==> src/rtl/writeback_arbiter_if.sv <==
// Result-bus bundle between the three execution units and the writeback arbiter,
// including the common data bus broadcast.
`ifndef ROB_SIZE_BIT
`define ROB_SIZE_BIT 4
`endif

interface writeback_arbiter_if #(
  parameter int unsigned ROB_SIZE_BIT = `ROB_SIZE_BIT
);
  logic                    alu_valid;
  logic                    lsb_valid;
  logic                    mdu_valid;
  logic [ROB_SIZE_BIT-1:0] alu_idx;
  logic [ROB_SIZE_BIT-1:0] lsb_idx;
  logic [ROB_SIZE_BIT-1:0] mdu_idx;
  logic [31:0]             alu_value;
  logic [31:0]             lsb_value;
  logic [31:0]             mdu_value;
  logic                    alu_ready;
  logic                    lsb_ready;
  logic                    mdu_ready;
  logic                    cdb_valid;
  logic [ROB_SIZE_BIT-1:0] cdb_idx;
  logic [31:0]             cdb_value;
  logic [1:0]              cdb_src;

  // Execution units and CDB listeners
  modport master (
    output alu_valid, lsb_valid, mdu_valid,
    output alu_idx, lsb_idx, mdu_idx,
    output alu_value, lsb_value, mdu_value,
    input  alu_ready, lsb_ready, mdu_ready,
    input  cdb_valid, cdb_idx, cdb_value, cdb_src
  );

  // Arbiter side
  modport slave (
    input  alu_valid, lsb_valid, mdu_valid,
    input  alu_idx, lsb_idx, mdu_idx,
    input  alu_value, lsb_value, mdu_value,
    output alu_ready, lsb_ready, mdu_ready,
    output cdb_valid, cdb_idx, cdb_value, cdb_src
  );
endinterface

==> src/rtl/writeback_arbiter.sv <==
// Per-source result FIFOs feeding a round-robin arbiter that drives one registered
// CDB broadcast per cycle (source 0=alu, 1=lsb, 2=mdu).
`ifndef ROB_SIZE_BIT
`define ROB_SIZE_BIT 4
`endif

module writeback_arbiter #(
  parameter int unsigned ROB_SIZE_BIT = `ROB_SIZE_BIT,
  parameter int unsigned FIFO_DEPTH   = 2
) (
  input  logic               clk_in,
  input  logic               rst_in,
  input  logic               rdy_in,
  input  logic               rob_clear,
  writeback_arbiter_if.slave wb
);
  localparam int unsigned NSRC  = 3;
  localparam int unsigned PTR_W = $clog2(FIFO_DEPTH);
  localparam int unsigned CNT_W = PTR_W + 1;

  logic [ROB_SIZE_BIT-1:0] mem_idx [NSRC][FIFO_DEPTH];
  logic [31:0]             mem_val [NSRC][FIFO_DEPTH];
  logic [PTR_W-1:0]        head    [NSRC];
  logic [PTR_W-1:0]        tail    [NSRC];
  logic [CNT_W-1:0]        count   [NSRC];
  logic [1:0]              rr_ptr;

  logic                    cdb_valid_q;
  logic [ROB_SIZE_BIT-1:0] cdb_idx_q;
  logic [31:0]             cdb_value_q;
  logic [1:0]              cdb_src_q;

  logic [NSRC-1:0]         in_valid;
  logic [ROB_SIZE_BIT-1:0] in_idx [NSRC];
  logic [31:0]             in_val [NSRC];
  logic [NSRC-1:0]         ready_c;
  logic [NSRC-1:0]         nonempty_c;
  logic [NSRC-1:0]         push_c;
  logic [NSRC-1:0]         pop_c;
  logic                    grant_c;
  logic [1:0]              grant_src_c;

  // Sum of two source numbers reduced mod 3; inputs never exceed 2+2
  function automatic logic [1:0] wrap3(input logic [2:0] v);
    return (v >= 3'd3) ? 2'(v - 3'd3) : v[1:0];
  endfunction

  assign in_valid  = {wb.mdu_valid, wb.lsb_valid, wb.alu_valid};
  assign in_idx[0] = wb.alu_idx;
  assign in_idx[1] = wb.lsb_idx;
  assign in_idx[2] = wb.mdu_idx;
  assign in_val[0] = wb.alu_value;
  assign in_val[1] = wb.lsb_value;
  assign in_val[2] = wb.mdu_value;

  // Ready depends only on the registered occupancy
  always_comb begin
    ready_c    = '0;
    nonempty_c = '0;
    push_c     = '0;
    for (int s = 0; s < NSRC; s++) begin
      ready_c[s]    = count[s] < CNT_W'(FIFO_DEPTH);
      nonempty_c[s] = count[s] != '0;
      push_c[s]     = rdy_in && in_valid[s] && ready_c[s];
    end
  end

  // Round-robin search starting at rr_ptr
  always_comb begin
    grant_c     = 1'b0;
    grant_src_c = 2'd0;
    for (int k = 0; k < NSRC; k++) begin
      if (!grant_c && nonempty_c[wrap3({1'b0, rr_ptr} + 3'(k))]) begin
        grant_c     = 1'b1;
        grant_src_c = wrap3({1'b0, rr_ptr} + 3'(k));
      end
    end
    pop_c = '0;
    for (int s = 0; s < NSRC; s++) begin
      pop_c[s] = rdy_in && grant_c && (grant_src_c == 2'(s));
    end
  end

  always_ff @(posedge clk_in) begin
    if (rst_in) begin
      for (int s = 0; s < NSRC; s++) begin
        head[s]  <= '0;
        tail[s]  <= '0;
        count[s] <= '0;
      end
      rr_ptr      <= 2'd0;
      cdb_valid_q <= 1'b0;
      cdb_idx_q   <= '0;
      cdb_value_q <= '0;
      cdb_src_q   <= 2'd0;
    end else if (rob_clear) begin
      // Flush drops queued and same-edge results; last broadcast payload is kept
      for (int s = 0; s < NSRC; s++) begin
        head[s]  <= '0;
        tail[s]  <= '0;
        count[s] <= '0;
      end
      rr_ptr      <= 2'd0;
      cdb_valid_q <= 1'b0;
    end else if (rdy_in) begin
      for (int s = 0; s < NSRC; s++) begin
        if (push_c[s]) begin
          mem_idx[s][tail[s]] <= in_idx[s];
          mem_val[s][tail[s]] <= in_val[s];
          tail[s]             <= tail[s] + PTR_W'(1);
        end
        if (pop_c[s]) begin
          head[s] <= head[s] + PTR_W'(1);
        end
        if (push_c[s] && !pop_c[s]) begin
          count[s] <= count[s] + CNT_W'(1);
        end else if (!push_c[s] && pop_c[s]) begin
          count[s] <= count[s] - CNT_W'(1);
        end
      end
      if (grant_c) begin
        cdb_valid_q <= 1'b1;
        cdb_idx_q   <= mem_idx[grant_src_c][head[grant_src_c]];
        cdb_value_q <= mem_val[grant_src_c][head[grant_src_c]];
        cdb_src_q   <= grant_src_c;
        rr_ptr      <= wrap3({1'b0, grant_src_c} + 3'd1);
      end else begin
        cdb_valid_q <= 1'b0;
      end
    end
  end

  assign wb.alu_ready = ready_c[0];
  assign wb.lsb_ready = ready_c[1];
  assign wb.mdu_ready = ready_c[2];
  assign wb.cdb_valid = cdb_valid_q;
  assign wb.cdb_idx   = cdb_idx_q;
  assign wb.cdb_value = cdb_value_q;
  assign wb.cdb_src   = cdb_src_q;
endmodule

==> src/flat_wrapper.sv <==
// flat-port wrapper written by rule: the top's interface ports become plain ports
module writeback_arbiter_flat 
#(
  parameter int unsigned ROB_SIZE_BIT = `ROB_SIZE_BIT,
  parameter int unsigned FIFO_DEPTH   = 2
)
  (clk_in, rst_in, rdy_in, rob_clear, wb_alu_valid, wb_lsb_valid, wb_mdu_valid, wb_alu_idx, wb_lsb_idx, wb_mdu_idx, wb_alu_value, wb_lsb_value, wb_mdu_value, wb_alu_ready, wb_lsb_ready, wb_mdu_ready, wb_cdb_valid, wb_cdb_idx, wb_cdb_value, wb_cdb_src);
  writeback_arbiter_if #(.ROB_SIZE_BIT(ROB_SIZE_BIT)) wb_i ();
  input  logic clk_in;
  input  logic rst_in;
  input  logic rdy_in;
  input  logic rob_clear;
  input wire logic [$bits(wb_i.alu_valid)-1:0] wb_alu_valid;
  input wire logic [$bits(wb_i.lsb_valid)-1:0] wb_lsb_valid;
  input wire logic [$bits(wb_i.mdu_valid)-1:0] wb_mdu_valid;
  input wire logic [$bits(wb_i.alu_idx)-1:0] wb_alu_idx;
  input wire logic [$bits(wb_i.lsb_idx)-1:0] wb_lsb_idx;
  input wire logic [$bits(wb_i.mdu_idx)-1:0] wb_mdu_idx;
  input wire logic [$bits(wb_i.alu_value)-1:0] wb_alu_value;
  input wire logic [$bits(wb_i.lsb_value)-1:0] wb_lsb_value;
  input wire logic [$bits(wb_i.mdu_value)-1:0] wb_mdu_value;
  output wire logic [$bits(wb_i.alu_ready)-1:0] wb_alu_ready;
  output wire logic [$bits(wb_i.lsb_ready)-1:0] wb_lsb_ready;
  output wire logic [$bits(wb_i.mdu_ready)-1:0] wb_mdu_ready;
  output wire logic [$bits(wb_i.cdb_valid)-1:0] wb_cdb_valid;
  output wire logic [$bits(wb_i.cdb_idx)-1:0] wb_cdb_idx;
  output wire logic [$bits(wb_i.cdb_value)-1:0] wb_cdb_value;
  output wire logic [$bits(wb_i.cdb_src)-1:0] wb_cdb_src;
  assign wb_i.alu_valid = wb_alu_valid;
  assign wb_i.lsb_valid = wb_lsb_valid;
  assign wb_i.mdu_valid = wb_mdu_valid;
  assign wb_i.alu_idx = wb_alu_idx;
  assign wb_i.lsb_idx = wb_lsb_idx;
  assign wb_i.mdu_idx = wb_mdu_idx;
  assign wb_i.alu_value = wb_alu_value;
  assign wb_i.lsb_value = wb_lsb_value;
  assign wb_i.mdu_value = wb_mdu_value;
  assign wb_alu_ready = wb_i.alu_ready;
  assign wb_lsb_ready = wb_i.lsb_ready;
  assign wb_mdu_ready = wb_i.mdu_ready;
  assign wb_cdb_valid = wb_i.cdb_valid;
  assign wb_cdb_idx = wb_i.cdb_idx;
  assign wb_cdb_value = wb_i.cdb_value;
  assign wb_cdb_src = wb_i.cdb_src;
  writeback_arbiter #(.ROB_SIZE_BIT(ROB_SIZE_BIT), .FIFO_DEPTH(FIFO_DEPTH)) u_core (.clk_in(clk_in), .rst_in(rst_in), .rdy_in(rdy_in), .rob_clear(rob_clear), .wb(wb_i));
endmodule
==> config.mk <==
export PLATFORM = sky130hd
export DESIGN_NAME = writeback_arbiter_flat
export DESIGN_NICKNAME = d
export VERILOG_FILES = /design/src/rtl/writeback_arbiter_if.sv /design/src/rtl/writeback_arbiter.sv /design/src/flat_wrapper.sv
export SDC_FILE = /design/constraint.sdc
export NUM_CORES = 1
export LEC_CHECK = 0
export ABC_AREA = 0
export BUFFER_PORTS_ARGS = -buffer_cell sky130_fd_sc_hd__buf_2
export CORE_MARGIN = 2
export CORE_UTILIZATION = 51
export DETAILED_ROUTE_END_ITERATION = 7
export GPL_TIMING_DRIVEN = 1
export MAX_ROUTING_LAYER = met4
export PLACE_DENSITY = 0.81
export SYNTH_ARGS = -nofsm -noshare
export SYNTH_HDL_FRONTEND = slang
export SYNTH_SLANG_ARGS = --single-unit
==> constraint.sdc <==
create_clock -name clk_in -period 3.8 [get_ports clk_in]
set_input_delay 0.19 -clock clk_in [delete_from_list [all_inputs] [get_ports clk_in]]
set_output_delay 0.19 -clock clk_in [all_outputs]
set_load 0.01 [all_outputs]
==> metrics.csv, run 1 <==
metric;value;unit
status;completed;
yosysWarningCount;0;
hp-class;in -> reg;
drtIter0Drc;589;
synth.largest_area_cell;edfxtp_1;
path_clk_slew;0.07;ns
die_area;22700;um2
synthMuxAreaShare;0.140;
critPathTopFamily;compound AO/OA/AOI/OAI gates;
dr.pass1.iters;6;
grt_use_total;0.241;
synth_top_family_by_area;multiplexers;
post_cts_buffers;0;
p_per_area;729;nW/um2
cts-root-buf;clkbuf_16;
min_from;rob_clear;
arrival;3.76;ns
synthTopCellsByArea;edfxtp_1 62%, dfxtp_1 7.5%, mux2_2 7.4%, mux2i_1 6.6%, o221ai_2 4.0%;
rr_startpoint;u_core.rr_ptr[0]$_SDFFE_PP0P_;
io-pin-count;157;
routedWlPerCell;21.8;um
final_cell_mix;228 x edfxtp_1, 156 x buf_2, 109 x dlygate4sd3_1, 72 x mux2_2, 72 x mux2i_1;
critical_path_buf_inv_count;1;
grt_max_degree;73;
hpwl;15.6;mm
ir_drop;0.000686;V
drc_errors;0;
synth_cell_types;62;
clockBufferDepth;3;
synth-simple-area-share;0.0465;
relSlewSlack;0.500;
clock.fmax;286;MHz
crit_chain;inv_1 > ha_1 > nor2b_1 > o22a_2 > nor4_4 > a21oi_4 > ha_1 > and2_1 > o41ai_2 > o221ai_1 > o31a_1 > o311a_1;
final_cells;1234;
r2r_cells;12;
routed_wl;26.9;mm
drtAntennaViolNets;0;
min_period;3.50;ns
grt_overflow;0;
portBuffers;156;
crit_slowest_cell;nor4_4;
antenna_found_initial;0;
initial_utilization;0.520;
leakagePower;5.53;nW
grt_first_pass_wirelength;40.0;mm
synth_area_per_cell;16.8;um2
synthCells;654;
final_common_cell;edfxtp_1;
core;21100;um2
pre_cts_ws;0.291;ns
synth-seq-area-share;0.699;
via_per_inst;5.60;
clock_latency;0.53;ns
rsz0062_at_grt;no;
worst-r2r-setup-slack;0.30;ns
place_congestion;0.898;
synth_xor_area_frac;0.00399;
setup-tns-final;0;ns
hold_viol;0;
num_vias;6914;
die_w;151;um
nets;1059;
htree_levels;1;
numCtsBuffers;27;
cts_tree;built;
synth_top_cell_area_share;0.625;
ys_ff_latch;269;
power;10.4;mW
slowest_delay;0.44;ns
synthAdderAreaFrac;0.00799;
cp.depth;12;
worst_pin_slew;0.749;ns
synth_nets;776;
critical_path_required;4.07;ns
setup_viol;0;
finalCritPeriodShare;0.920;
path_class;reg -> reg;
final_core_util;0.674;
synth_compound_area_frac;0.0823;
slew_violations;0;
finClkSkew;0.0169;ns
grt_pass1_vias;7271;
drive_above_1_share;0.368;
async_reset_ff_frac;0;
synth_edf_count;228;
path_common_cell;ha_1;
drv_cap;0;
cts_sinks;269;
end_kind;flip-flop;
holdPathStages;4;
die_y;151;um
num-fill-cells;1386;
ys.flop_type;edfxtp_1;
r2r_end;u_core.count[0][1]$_SDFFCE_PN0P_;
worst_slack;0.304;ns
path_max_fanout;11;
syn_area;11000;um2
dp_cells;1074;
rows;53;
critPathLaunchType;flip-flop;
whs_endpoint;u_core.wb.cdb_src[0]$_SDFFE_PP0P_;
area_delta_synth_final;29.6;%
## tightest hold or removal path: stages
cell      delay [ns]
buf_2           0.11
nor2_1          0.08
nor2_1          0.09
a211oi_1        0.05
## state kept, by name, summed over array words and instances (netlist names)
register             flops
u_core.rr_ptr            2
u_core.mem_idx          24
u_core.tail              3
u_core.wb.cdb_valid      1
u_core.mem_val         192
u_core.wb.cdb_src        2
u_core.wb.cdb_value     32
u_core.wb.cdb_idx        4
u_core.count             6
u_core.head              3
## cells by family after synthesis
group	Yosys count
DFF	269
muxes	144
and+or+nand+nor	101
AOI/OAI and AO/OA	83
buffers and inverters	45
adders and majority gates	7
xor gates and xnor gates	5
## through the flow
stage	hold slack, ns	instance area, um2
2_1_floorplan	0.263	11000
3_3_place_gp	0.378	12100
3_5_place_dp	0.381	12100
4_1_cts	0.0368	14200
5_1_grt	0.0914	14200
6_report	0.0639	14200
## where the power goes
part / switching, mW / internal (mW) / total (mW) / leakage, nW
clock: 1.12 / 1.75 / 2.88 / 0.475
sequential: 0.196 / 3.51 / 3.71 / 2.42
combinational: 2.08 / 1.69 / 3.77 / 2.64
## Yosys cell counts (2+ instances only)
cell type,number
nor2b_1,2
o31ai_2,2
inv_1,12
o41ai_2,2
and3_1,4
buf_6,3
nor3_1,7
o221ai_2,29
o21ai_0,3
clkbuf_1,9
nor3b_2,2
a41o_1,2
ha_1,7
o221ai_1,8
nand3_1,4
xor2_1,2
edfxtp_1,228
buf_2,20
xnor2_1,3
dfxtp_1,41
a21o_1,2
a211oi_1,7
nor2_1,18
mux2_2,72
a21oi_1,8
mux2i_1,72
nand2_1,50
## worst max-delay path by stage
stage                                startpoint                                   end
4_1_cts           u_core.rr_ptr[0]$_SDFFE_PP0P_   u_core.wb.cdb_value[0]$_SDFFE_PP0P_
3_3_place_gp      u_core.rr_ptr[0]$_SDFFE_PP0P_  u_core.wb.cdb_value[17]$_SDFFE_PP0P_
3_5_place_dp      u_core.rr_ptr[0]$_SDFFE_PP0P_   u_core.wb.cdb_value[0]$_SDFFE_PP0P_
6_report          u_core.rr_ptr[0]$_SDFFE_PP0P_      u_core.count[0][1]$_SDFFCE_PN0P_
5_1_grt           u_core.rr_ptr[0]$_SDFFE_PP0P_      u_core.count[0][1]$_SDFFCE_PN0P_
2_1_floorplan  u_core.count[1][1]$_SDFFCE_PN0P_        u_core.mem_idx[1][4]$_DFFE_PP_
## repair_timing
action                                  CTS  global route
endpoints found under the setup margin    0             1
gates resized for setup                   0             1
endpoints found under the hold margin   218             0
hold buffers                            109             0
## final cells by class
type                    count  area (um2)  area share
inverters                  12        45.0     0.00317
diodes                      2        5.00    0.000352
repair buffers            287        2050       0.145
clock inverters            18         251      0.0177
clock buffers              31         711      0.0500
well taps                 275         344      0.0242
flip-flops and latches    269        7670       0.540
multi-input cells         340        3130       0.220
## per-layer routing
metal / routed length (um) / global-route usage
met1: 10700 / 0.290
met2: 13900 / 0.421
met3: 1450 / 0.0306
met4: 748 / 0.0818
met5: 0 / -
Note: power is estimated with default switching activity, not from simulation.
==> run 2, diff against run 1 <==
==> constraint.sdc (replaced) <==
create_clock -name clk_in -period 3.8 [get_ports clk_in]
set_input_delay 0.38 -clock clk_in [delete_from_list [all_inputs] [get_ports clk_in]]
set_output_delay 0.38 -clock clk_in [all_outputs]
set_load 0.01 [all_outputs]
==> run 2 against run 1 <==
Cell area decreased by 7.9%. Critical endpoint is now u_core.wb.cdb_idx[0]$_SDFFE_PP0P_. Hold slack lost 0.036 ns. Fmax down 1.8%. Sequential share of layout area increased by 4.6 points. Utilization decreased by 5.3 points. Combinational power shrank 3%. Cell count fell by 8.8%. Sequential power barely moved. Sequential cell count did not move. Power down 2.7%. Count of clock-buffer cells in the layout rose by 7. Clock skew is 0.0042 ns lower. Largest power group is now sequential cells.
==> metrics.csv, run 2 (synthesis gave the netlist of run 1 again) <==
metric;value;unit;change
status;completed;;unchanged
num_vias;6398;;was 6914
die_w;151;um;unchanged
leakagePower;5.05;nW;was 5.53 nW
critPathTopFamily;buffers and inverters;;was compound AO/OA/AOI/OAI gates
path_class;reg -> reg;;unchanged
final_cell_area;13100;um2;was 14200 um2
crit_chain;inv_1 > ha_1 > or3b_4 > a21boi_0 > a41o_2 > buf_4 > mux2_2 > mux2i_1 > o221ai_2;;was inv_1 > ha_1 > nor2b_1 > o22a_2 > nor4_4 > a21oi_4 > ha_1 > and2_1 > o41ai_2 > o221ai_1 > o31a_1 > o311a_1
area_delta_synth_final;19.3;%;was 29.6%
grt_overflow;0;;unchanged
min_period;3.56;ns;was 3.50 ns
relSlewSlack;0.303;;was 0.500
cts_sinks;269;;unchanged
post_cts_buffers;0;;unchanged
dp_cells;1073;;was 1074
routedWlPerCell;21.7;um;was 21.8 um
final_common_cell;edfxtp_1;;unchanged
p_per_area;770;nW/um2;was 729 nW/um2
final_cell_mix;228 x edfxtp_1, 156 x buf_2, 72 x mux2_2, 72 x mux2i_1, 50 x nand2_1;;was 228 x edfxtp_1, 156 x buf_2, 109 x dlygate4sd3_1, 72 x mux2_2, 72 x mux2i_1
largest_register_ffs;192;;unchanged
die_y;151;um;unchanged
slew_violations;0;;unchanged
clock_latency;0.54;ns;was 0.53 ns
clockBufferDepth;3;;unchanged
nets;950;;was 1059
dr.pass1.iters;5;;was 6
critPathLaunchType;flip-flop;;unchanged
via_per_inst;5.68;;was 5.60
setup_viol;0;;unchanged
numCtsBuffers;28;;was 27
power;10.1;mW;was 10.4 mW
place_congestion;0.896;;was 0.898
postCtsHoldBufs;0;;was 109
hold_viol;0;;unchanged
arrival;3.96;ns;was 3.76 ns
path_clk_slew;0.06;ns;was 0.07 ns
placed_cell_area;12100;um2;about the same
hp-class;in -> reg;;unchanged
rows;53;;unchanged
path_max_fanout;72;;was 11
initial_utilization;0.520;;unchanged
core;21100;um2;unchanged
cts_repair_resize_count;0;;unchanged
finalCritPeriodShare;0.937;;was 0.920
min_from;wb_mdu_value[14];;was rob_clear
cts-root-buf;clkbuf_16;;unchanged
finClkSkew;0.0128;ns;was 0.0169 ns
grt_pass1_vias;6566;;was 7271
slowest_delay;0.72;ns;was 0.44 ns
drtIter0Drc;410;;was 589
ir_drop;0.000512;V;was 0.000686 V
cts_tree;built;;unchanged
crit_slowest_cell;buf_4;;was nor4_4
clock.fmax;281;MHz;was 286 MHz
num-fill-cells;1551;;was 1386
critical_path_required;4.20;ns;was 4.07 ns
rr_startpoint;u_core.rr_ptr[0]$_SDFFE_PP0P_;;unchanged
grt_first_pass_wirelength;36.5;mm;was 40.0 mm
grt_max_degree;73;;unchanged
rsz0062_at_grt;no;;unchanged
grt_use_total;0.219;;was 0.241
routed_wl;24.4;mm;was 26.9 mm
startpoint;u_core.rr_ptr[0]$_SDFFE_PP0P_;;unchanged
io-pin-count;157;;unchanged
die_area;22700;um2;unchanged
antenna_found_initial;2;;was 0
final_cells;1126;;was 1234
drtAntennaViolNets;0;;unchanged
end_kind;flip-flop;;unchanged
portBuffers;156;;unchanged
hpwl;15.7;mm;was 15.6 mm
drive_above_1_share;0.410;;was 0.368
worst_pin_slew;1.05;ns;was 0.749 ns
critical_path_buf_inv_count;2;;was 1
drv_cap;0;;unchanged
drc_errors;0;;unchanged
htree_levels;1;;unchanged
## run 2: cell types whose count changed in the layout (fill, tap and decap cells not counted), sizes merged
cell         before  now
bufinv            6    3
clkinv            8    9
buf             178  177
inv              15   12
dlygate4sd3     109    0
clkbuf           31   38
## run 2: metrics by stage
step / worst slack (ns) / util / setup TNS [ns] / hold slack, ns
finish: 0.239 / 0.620 / 0 / 0.0279
floorplan: -0.0982 / - / -12.09 / 0.453
global route: 0.0720 / 0.620 / 0 / 0.00539
detailed placement: 0.294 / 0.576 / 0 / 0.442
global placement: 0.398 / 0.576 / 0 / 0.443
CTS: 0.275 / 0.620 / 0 / 0.00719
## run 2: routing by layer
metal,GRT usage,wire (um),part of all wire
met1,0.271,10000,0.41
met2,0.379,12600,0.52
met3,0.0336,1310,0.054
met4,0.0565,438,0.018
met5,-,0,0
## run 2: worst register-to-register path, stage by stage (launching register included)
cell	delay, ns
dfxtp_1	0.35
inv_1	0.07
ha_1	0.49
or3b_4	0.47
a21boi_0	0.19
a41o_2	0.24
buf_4	0.72
mux2_2	0.56
mux2i_1	0.21
o221ai_2	0.14
## run 2: worst paths after layout
check,to,slack (ns),depth (start not counted)
worst min register to register,u_core.wb.cdb_value[17]$_SDFFE_PP0P_,0.46,2
worst min-delay path,u_core.mem_val[2][46]$_DFFE_PP_,0.03,1
worst max register to register,u_core.wb.cdb_idx[0]$_SDFFE_PP0P_,0.24,9
worst max-delay path,u_core.wb.cdb_idx[0]$_SDFFE_PP0P_,0.24,9
## run 2: power breakdown
group,switching [mW],internal [mW],total [mW]
Clock,1.09,1.62,2.71
Combinational,2.04,1.62,3.65
Sequential,0.194,3.52,3.71
## run 2: layout make-up
type / count / area, um2 / share of cell area
Timing Repair Buffer: 177 / 963 / 0.0736
Antenna cell: 2 / 5.00 / 0.000383
Tap cell: 275 / 344 / 0.0263
Clock inverter: 13 / 159 / 0.0121
Inverter: 12 / 45.0 / 0.00344
Sequential cell: 269 / 7670 / 0.586
Clock buffer: 38 / 768 / 0.0587
Multi-Input combinational cell: 340 / 3130 / 0.239
